**src/rtl/pc_ras.sv**
```systemverilog
// Program counter with increment/branch/jump/hold and a circular return-address stack.
// Optional macro PC_RAS_TRAP_EN: RET on an empty stack goes to TRAP_VECTOR instead of PC+1.
module pc_ras #(
   parameter int                WIDTH        = 16,
   parameter int                RAS_DEPTH    = 4,
   parameter logic [WIDTH-1:0]  RESET_VECTOR = '0,
   parameter logic [WIDTH-1:0]  TRAP_VECTOR  = 16'hFFF0,
   localparam int               CW           = $clog2(RAS_DEPTH + 1)
) (
   input  logic             clk_i,
   input  logic             reset_i,
   input  logic             ld_i,
   input  logic [2:0]       pcsel_i,
   input  logic [WIDTH-1:0] offset_i,
   input  logic [WIDTH-1:0] direct_i,
   input  logic             err_clr_i,
   output logic [WIDTH-1:0] pc_out_o,
   output logic [WIDTH-1:0] next_pc_o,
   output logic [CW-1:0]    ras_cnt_o,
   output logic             ras_empty_o,
   output logic             ras_full_o,
   output logic             ras_ovf_o,
   output logic             ras_unf_o
);

   localparam int PW = $clog2(RAS_DEPTH);

`ifdef PC_RAS_TRAP_EN
   localparam bit TRAP_EN = 1'b1;
`else
   localparam bit TRAP_EN = 1'b0;
`endif

   typedef enum logic [2:0] {
      SEL_INC   = 3'b000,
      SEL_REL   = 3'b001,
      SEL_JMP   = 3'b010,
      SEL_HOLD  = 3'b011,
      SEL_CALL  = 3'b100,
      SEL_RET   = 3'b101,
      SEL_CALLR = 3'b110,
      SEL_RSVD  = 3'b111
   } pcsel_e;

   logic [WIDTH-1:0] pc_q, pc_d;
   logic [CW-1:0]    cnt_q, cnt_d;
   logic [PW-1:0]    ptr_q, ptr_d;
   logic             ovf_q, ovf_d;
   logic             unf_q, unf_d;
   logic [WIDTH-1:0] stack_q [RAS_DEPTH];

   logic [WIDTH-1:0] pc_inc, pc_rel, top_val, unf_target, next_pc;
   logic [PW-1:0]    ptr_inc, top_idx;
   logic             empty, full, push, pop, underflow;

   assign pc_inc     = pc_q + WIDTH'(1);
   assign pc_rel     = pc_q + offset_i;
   assign empty      = (cnt_q == '0);
   assign full       = (cnt_q == CW'(RAS_DEPTH));
   // ptr_q is the next write slot; the top of stack sits one below it.
   assign ptr_inc    = (ptr_q == PW'(RAS_DEPTH - 1)) ? '0 : ptr_q + PW'(1);
   assign top_idx    = (ptr_q == '0) ? PW'(RAS_DEPTH - 1) : ptr_q - PW'(1);
   assign top_val    = stack_q[top_idx];
   assign unf_target = TRAP_EN ? TRAP_VECTOR : pc_inc;

   always_comb begin
      next_pc   = pc_q;
      push      = 1'b0;
      pop       = 1'b0;
      underflow = 1'b0;
      case (pcsel_e'(pcsel_i))
         SEL_INC:   next_pc = pc_inc;
         SEL_REL:   next_pc = pc_rel;
         SEL_JMP:   next_pc = direct_i;
         SEL_CALL: begin
            push    = 1'b1;
            next_pc = direct_i;
         end
         SEL_RET: begin
            if (empty) begin
               underflow = 1'b1;
               next_pc   = unf_target;
            end else begin
               pop     = 1'b1;
               next_pc = top_val;
            end
         end
         SEL_CALLR: begin
            push    = 1'b1;
            next_pc = pc_rel;
         end
         default:   next_pc = pc_q;
      endcase
   end

   always_comb begin
      pc_d  = pc_q;
      cnt_d = cnt_q;
      ptr_d = ptr_q;
      // Clear first so that an error arriving in the same cycle still sets the flag.
      ovf_d = err_clr_i ? 1'b0 : ovf_q;
      unf_d = err_clr_i ? 1'b0 : unf_q;
      if (ld_i) begin
         pc_d = next_pc;
         if (push) begin
            ptr_d = ptr_inc;
            if (full) ovf_d = 1'b1;
            else      cnt_d = cnt_q + CW'(1);
         end
         if (pop) begin
            ptr_d = top_idx;
            cnt_d = cnt_q - CW'(1);
         end
         if (underflow) unf_d = 1'b1;
      end
   end

   always_ff @(posedge clk_i) begin
      if (reset_i) begin
         pc_q  <= RESET_VECTOR;
         cnt_q <= '0;
         ptr_q <= '0;
         ovf_q <= 1'b0;
         unf_q <= 1'b0;
      end else begin
         pc_q  <= pc_d;
         cnt_q <= cnt_d;
         ptr_q <= ptr_d;
         ovf_q <= ovf_d;
         unf_q <= unf_d;
      end
   end

   // On overflow the write slot already holds the oldest entry, so it is simply overwritten.
   always_ff @(posedge clk_i) begin
      if (!reset_i && ld_i && push) begin
         stack_q[ptr_q] <= pc_inc;
      end
   end

   assign pc_out_o    = pc_q;
   assign next_pc_o   = next_pc;
   assign ras_cnt_o   = cnt_q;
   assign ras_empty_o = empty;
   assign ras_full_o  = full;
   assign ras_ovf_o   = ovf_q;
   assign ras_unf_o   = unf_q;

endmodule

```
**config.mk**
```make
export PLATFORM = sky130hd
export DESIGN_NAME = pc_ras
export DESIGN_NICKNAME = d
export VERILOG_FILES = /design/src/rtl/pc_ras.sv
export SDC_FILE = /design/constraint.sdc
export NUM_CORES = 1
export LEC_CHECK = 0
export CORE_AREA = 3 3 135 137
export CTS_BUF_LIST = sky130_fd_sc_hd__clkbuf_4 sky130_fd_sc_hd__clkbuf_8
export DETAILED_ROUTE_END_ITERATION = 8
export DIE_AREA = 0 0 138 140
export GPL_TIMING_DRIVEN = 0
export PLACE_DENSITY = 0.58
export SLEW_MARGIN = 20
export SYNTH_ARGS = -nofsm -noshare
export SYNTH_HDL_FRONTEND = slang
export SYNTH_SLANG_ARGS = --single-unit
```
**constraint.sdc**
```tcl
create_clock -name clk_i -period 6.1 [get_ports clk_i]
set_clock_uncertainty 0.15 [all_clocks]
set_input_delay 1.22 -clock clk_i [delete_from_list [all_inputs] [get_ports clk_i]]
set_output_delay 1.22 -clock clk_i [all_outputs]
set_load 0.01 [all_outputs]
```
# Word level (Yosys, flattened, before mapping)
# Memory sizes are Yosys's and may differ from the RTL's.
# Cells that the tools add are included.
[word_totals] reg_bits=23 mem_bits_rw=64 output_inout_bits=39 mem_count=1
[classes] add_sub_neg=6 n_eq_ne=8 n_mux=23 n_reduce_logical=12
[mem_list] memory="stack_q" words=4 width=16 rd=1 rd_ports_with_merged_regs=0 wr=1 line_no="50" rtl="logic [WIDTH-1:0] stack_q [RAS_DEPTH];"
[op_table] op="$pmux W16 S4" n=1
[op_table] op="$add A16 B1 Y16 const B" n=1
[op_table] op="$add A16 B16 Y16" n=1
[op_table] op="$mux W16" n=1
[op_table] op="$mux W1" n=14
[op_table] op="$eq A3 B3 Y1 const B" n=4
[op_table] op="$mux W3" n=3
[op_table] op="$mux W2" n=4
[op_table] op="$logic_not A3 Y1" n=2
[op_table] op="$reduce_or A2 Y1" n=3
[op_table] op="$add A3 B1 Y3 const B" n=1
[op_table] op="$eq A3 B1 Y1 const B" n=1
[op_table] op="$eq A3 B2 Y1 const B" n=1
[op_table] op="$reduce_and A3 Y1" n=1
[op_table] op="$sub A3 B1 Y3 const B" n=1
[op_table] op="$add A2 B1 Y2 const B" n=1
[op_table] op="$eq A2 B2 Y1 const B" n=1
[op_table] op="$logic_and A1 B1 Y1" n=2
[op_table] op="$logic_not A2 Y1" n=1
[op_table] op="$ne A2 B1 Y1 const B" n=1
[op_table] op="$reduce_and A2 Y1" n=1
[op_table] op="$reduce_bool A2 Y1" n=1
[op_table] op="$sub A2 B1 Y2 const B" n=1
[op_table] op="$logic_not A1 Y1" n=1

# Longest topological paths before layout
[depth] depth_word=6 mapped_depth=12 mapped_depth_nobuf=9

# Least setup slack after synthesis
# No wires, ideal clock.
[synth_timing] path_type="input to output" startpoint="input offset_i[9]" endpoint="output next_pc_o[14]" arrival_time_ns=2.908 required_time_ns=4.730 slack_ns=1.822 cell_stages=8 n_path_buf=1 cell_sequence="ha_1 > buf_6 > a21o_1 > a31o_1 > a221o_1 > or3_1 > a31oi_2 > nor2_1"
[synth_between] elab_chain_len=2
[synth_rtl] element="from (decl)" line_no="14" rtl="input logic [WIDTH-1:0] offset_i,"
[synth_rtl] element="$add A16 B16 Y16" line_no="57" rtl="assign pc_rel = pc_q + offset_i;"
[synth_rtl] element="$pmux W16 S4" line_no="71" rtl="case (pcsel_e'(pcsel_i))"
[synth_rtl] element="to (decl)" line_no="18" rtl="output logic [WIDTH-1:0] next_pc_o,"
# Every way passes these cells.

# Worst setup path in the final report
[layout_timing] startpoint="input offset_i[0]" endpoint="output next_pc_o[12]"
# Same word-level chain as after synthesis.

==> flow_metrics.tcl <==
set metrics [dict create \
    hold_violations 0 \
    p_sw_uw 447.5 \
    cts.path.max_buffers 2 \
    ctsHoldBuffers 0 \
    dieArea_sq_um 19320 \
    pwr-share-clk_pct 29.0 \
    gp_congestion 0.8494 \
    synth_top_cell_area_share_pct 36.67 \
    slew_headroom_pct 37.84 \
    fmax_mhz 178.2 \
    synth_top_family_by_area "compound AO/OA/AOI/OAI gates" \
    synth.avg_cell_area_sq_um 10.12 \
    route.detailed.drc 0 \
    synthArstFlopShare_pct 0 \
    die_h_microns 140 \
    seqPwrFrac_pct 46.5 \
    netlist_instances 518 \
    core_sq_um 17180 \
    nets 666 \
    grt_max_degree 17 \
    setup_viol 0 \
    synth_xor_area_share_pct 3.509 \
    ios 78 \
    drtAntennaViolNets 0 \
    synth_area_leaders "edfxtp_1 (37%), dfxtp_1 (8.8%), ha_1 (4.8%), a21oi_1 (4.0%), o21ai_0 (4.0%)" \
    yosysSeqAreaShare_pct 45.45 \
    post-place-ws_ns 0.5390 \
    initial_core_util_pct 30.51 \
    synthMuxAreaShare_pct 7.281 \
    synth-compound-area-share_pct 20.55 \
    crit_path_max_incr_delay_ns 0.56 \
    cts_root_buf "clkbuf_8" \
    drv_cap 0 \
    grt_setup_unrepaired "no" \
    cp.arrival_ns 4.24 \
    crit_required_ns 4.73 \
    area_delta_synth_final_pct 23.87 \
    min_period_over_period_pct 92.00 \
    clk_pin_slew_ns 0.10 \
    ys_ff_latch 87 \
    wirelength_mm 16.44 \
    instances_no_fill 835 \
    syn_area_sq_um 5241 \
    htreeDepth 3 \
    grtUsageTotal_pct 16.34 \
    wl_per_cell_microns 19.69 \
    leakagePower_uw 0.002325 \
    synth_fp_nets 579 \
    cpMaxStageDelayCell "clkdlybuf4s50_1" \
    critPathMaxFanout 5 \
    worst_setup_path_end_kind "output pin" \
    setup_slack_ns 0.4877 \
    synthSimpleGateAreaFrac_pct 13.46 \
    yosys.area.top_type "edfxtp_1" \
    critical_path.cell_chain "clkdlybuf4s50_1 -> ha_1 -> inv_1 -> fa_1 -> nor2b_1 -> o2111ai_1 -> a21oi_1 -> a311oi_1 -> o31a_1 -> a21oi_1 -> clkdlybuf4s50_1" \
    num_antenna_cells 0 \
    yosysWarnings 0 \
    tightest_slew_ns 0.9325 \
    cts_tree "done" \
    slew_viol_final 0 \
    outcome "complete, no violations" \
    grt_overflow 0 \
    die_x_microns 138 \
    layout-drive-gt1-share_pct 9.344 \
    startpoint_type "input port" \
    fin_util_pct 37.80 \
    postCtsSetupRepairBufs 0 \
    grt_antenna_before_repair 0 \
    irDropWorstVdd_uv 89.31 \
    synth_edf_count 64 \
    synth_cell_types 71 \
    grt_pass1_wl_mm 25.01 \
    synthFlopType "edfxtp_1" \
    cts_sinks 87 \
    p_sw_share_pct 30.84 \
    cts_made_buffers 9 \
    power.density_nw_per_um2 223.4 \
    period_needed_ns 5.612 \
    drt_iter0_markers 397 \
    synthAdderAreaFrac_pct 5.538 \
    num_rows 48 \
    drt-pass1-iter-count 5 \
    hpwl_mm 12.40 \
    path_class "input port to output pin" \
    num_vias 4576 \
    first_global_vias 4476 \
    viasPerCell 5.480 \
    hp-class "flop to flop" \
    insertion_delay_ns 0.37 \
    cts_resized 0 \
    finalSetupTns_ns 0 \
    power_frac_comb_pct 24.5 \
    io_buffers 76 \
    intPower_uw 1003 \
    dp.cells 819 \
]
[through the flow]
step / total power [uW] / instance area, sq um / hold WS, ns
4_1_cts: 1448 / 6492 / 0.3364
6_report: 1451 / 6492 / 0.3371
3_3_place_gp: 1030 / 6284 / 0.3111
3_5_place_dp: 1036 / 6284 / 0.3040
2_1_floorplan: 883.7 / 5241 / 0.3485
5_1_grt: 1502 / 6492 / 0.3568
[cell families after synthesis]
family / after synthesis
buffers and inverters: 48
adders and majority gates: 22
muxes: 35
and+or+nand+nor: 142
xor gates and xnor gates: 21
AOI/OAI and AO/OA: 163
DFF: 87
[per-layer routing]
layer | GRT usage, % | vias to the layer above | wire length, microns
li1 | - | 2150 | -
met3 | 2.253 | 28 | 821
met5 | 0 | - | 0
met1 | 20.91 | 2219 | 7228
met4 | 6.864 | 0 | 415
met2 | 27.83 | 179 | 7976
[critical path: cells and delay by family]
kind | cells | cell delay [ns]
AO/OA/AOI/OAI | 5 | 1.10
AND/OR/NAND/NOR | 1 | 0.20
adder cells (fa/ha/maj) | 2 | 0.64
buffers and inverters | 3 | 1.09
[area by class of cell]
type | count | area [sq um]
flip-flops and latches | 87 | 2382
multi-input cells | 383 | 2639
repair buffers | 76 | 760.7
well taps | 225 | 281.5
plain buffers | 32 | 160.2
clock buffers | 9 | 123.9
inverters | 16 | 60.06
clock inverters | 7 | 85.08
fillers | 1729 | 10680
[sequential cells by signal, summed over array words and instances (netlist names)]
| name | flops |
|---|---|
| ptr_q | 2 |
| stack_q | 64 |
| ras_cnt_o | 3 |
| pc_out_o | 16 |
| ras_ovf_o | 1 |
| ras_unf_o | 1 |
[power by group through the flow]
stage | clock [uW] | sequential, uW | combinational (uW)
6_report | 421 | 674 | 356
5_1_grt | 443 | 676 | 383
4_1_cts | 422 | 674 | 352
3_5_place_dp | 0 | 687 | 349
3_3_place_gp | 0 | 687 | 343
2_1_floorplan | 0 | 686 | 198
[layout by cell type, fill, tap and decap left out, types with 3 or more instances in the layout]
cell type / Yosys / routed
o221ai_1: 3 / 3
a221o_1: 6 / 6
mux2i_1: 19 / 19
xor2_1: 11 / 11
a221oi_1: 9 / 9
clkbuf_1: 16 / 16
a211oi_1: 6 / 6
o21ai_0: 42 / 42
nor2b_1: 3 / 3
a31oi_1: 11 / 11
edfxtp_1: 64 / 64
a311oi_1: 3 / 3
xnor2_1: 10 / 10
mux2_2: 15 / 15
nor3_1: 5 / 5
nor2_1: 39 / 39
nand2_1: 43 / 43
and2_1: 7 / 7
ha_1: 20 / 20
clkinv_4: 0 / 3
nor4_1: 5 / 5
o21a_1: 3 / 3
inv_1: 15 / 15
nand3_1: 12 / 12
clkdlybuf4s50_1: 0 / 76
o211ai_1: 4 / 4
a21o_1: 8 / 8
a21oi_1: 42 / 42
or3_1: 7 / 7
nand4_1: 6 / 6
dfxtp_1: 23 / 23
buf_2: 6 / 6
buf_4: 4 / 4
clkbuf_8: 0 / 9
[final timing paths]
kind,cells past startpoint,slack (ns),end,from
setup / recovery,11,0.49,next_pc_o[12],offset_i[0]
hold / removal,1,0.34,ras_ovf_o,ras_ovf_o
setup reg to reg,10,2.73,pc_out_o[7],ptr_q[0]
hold reg to reg,1,0.34,ras_ovf_o,ras_ovf_o
[cell usage after synthesis (all sizes together), types with 11 or more instances]
library cell / number
a21oi: 42
a31oi: 12
buf: 14
clkbuf: 18
dfxtp: 23
edfxtp: 64
ha: 20
inv: 15
mux2: 15
mux2i: 19
nand2: 44
nand3: 12
nor2: 40
o21ai: 43
xor2: 11
No activity file was read; power rests on OpenSTA's default activity.
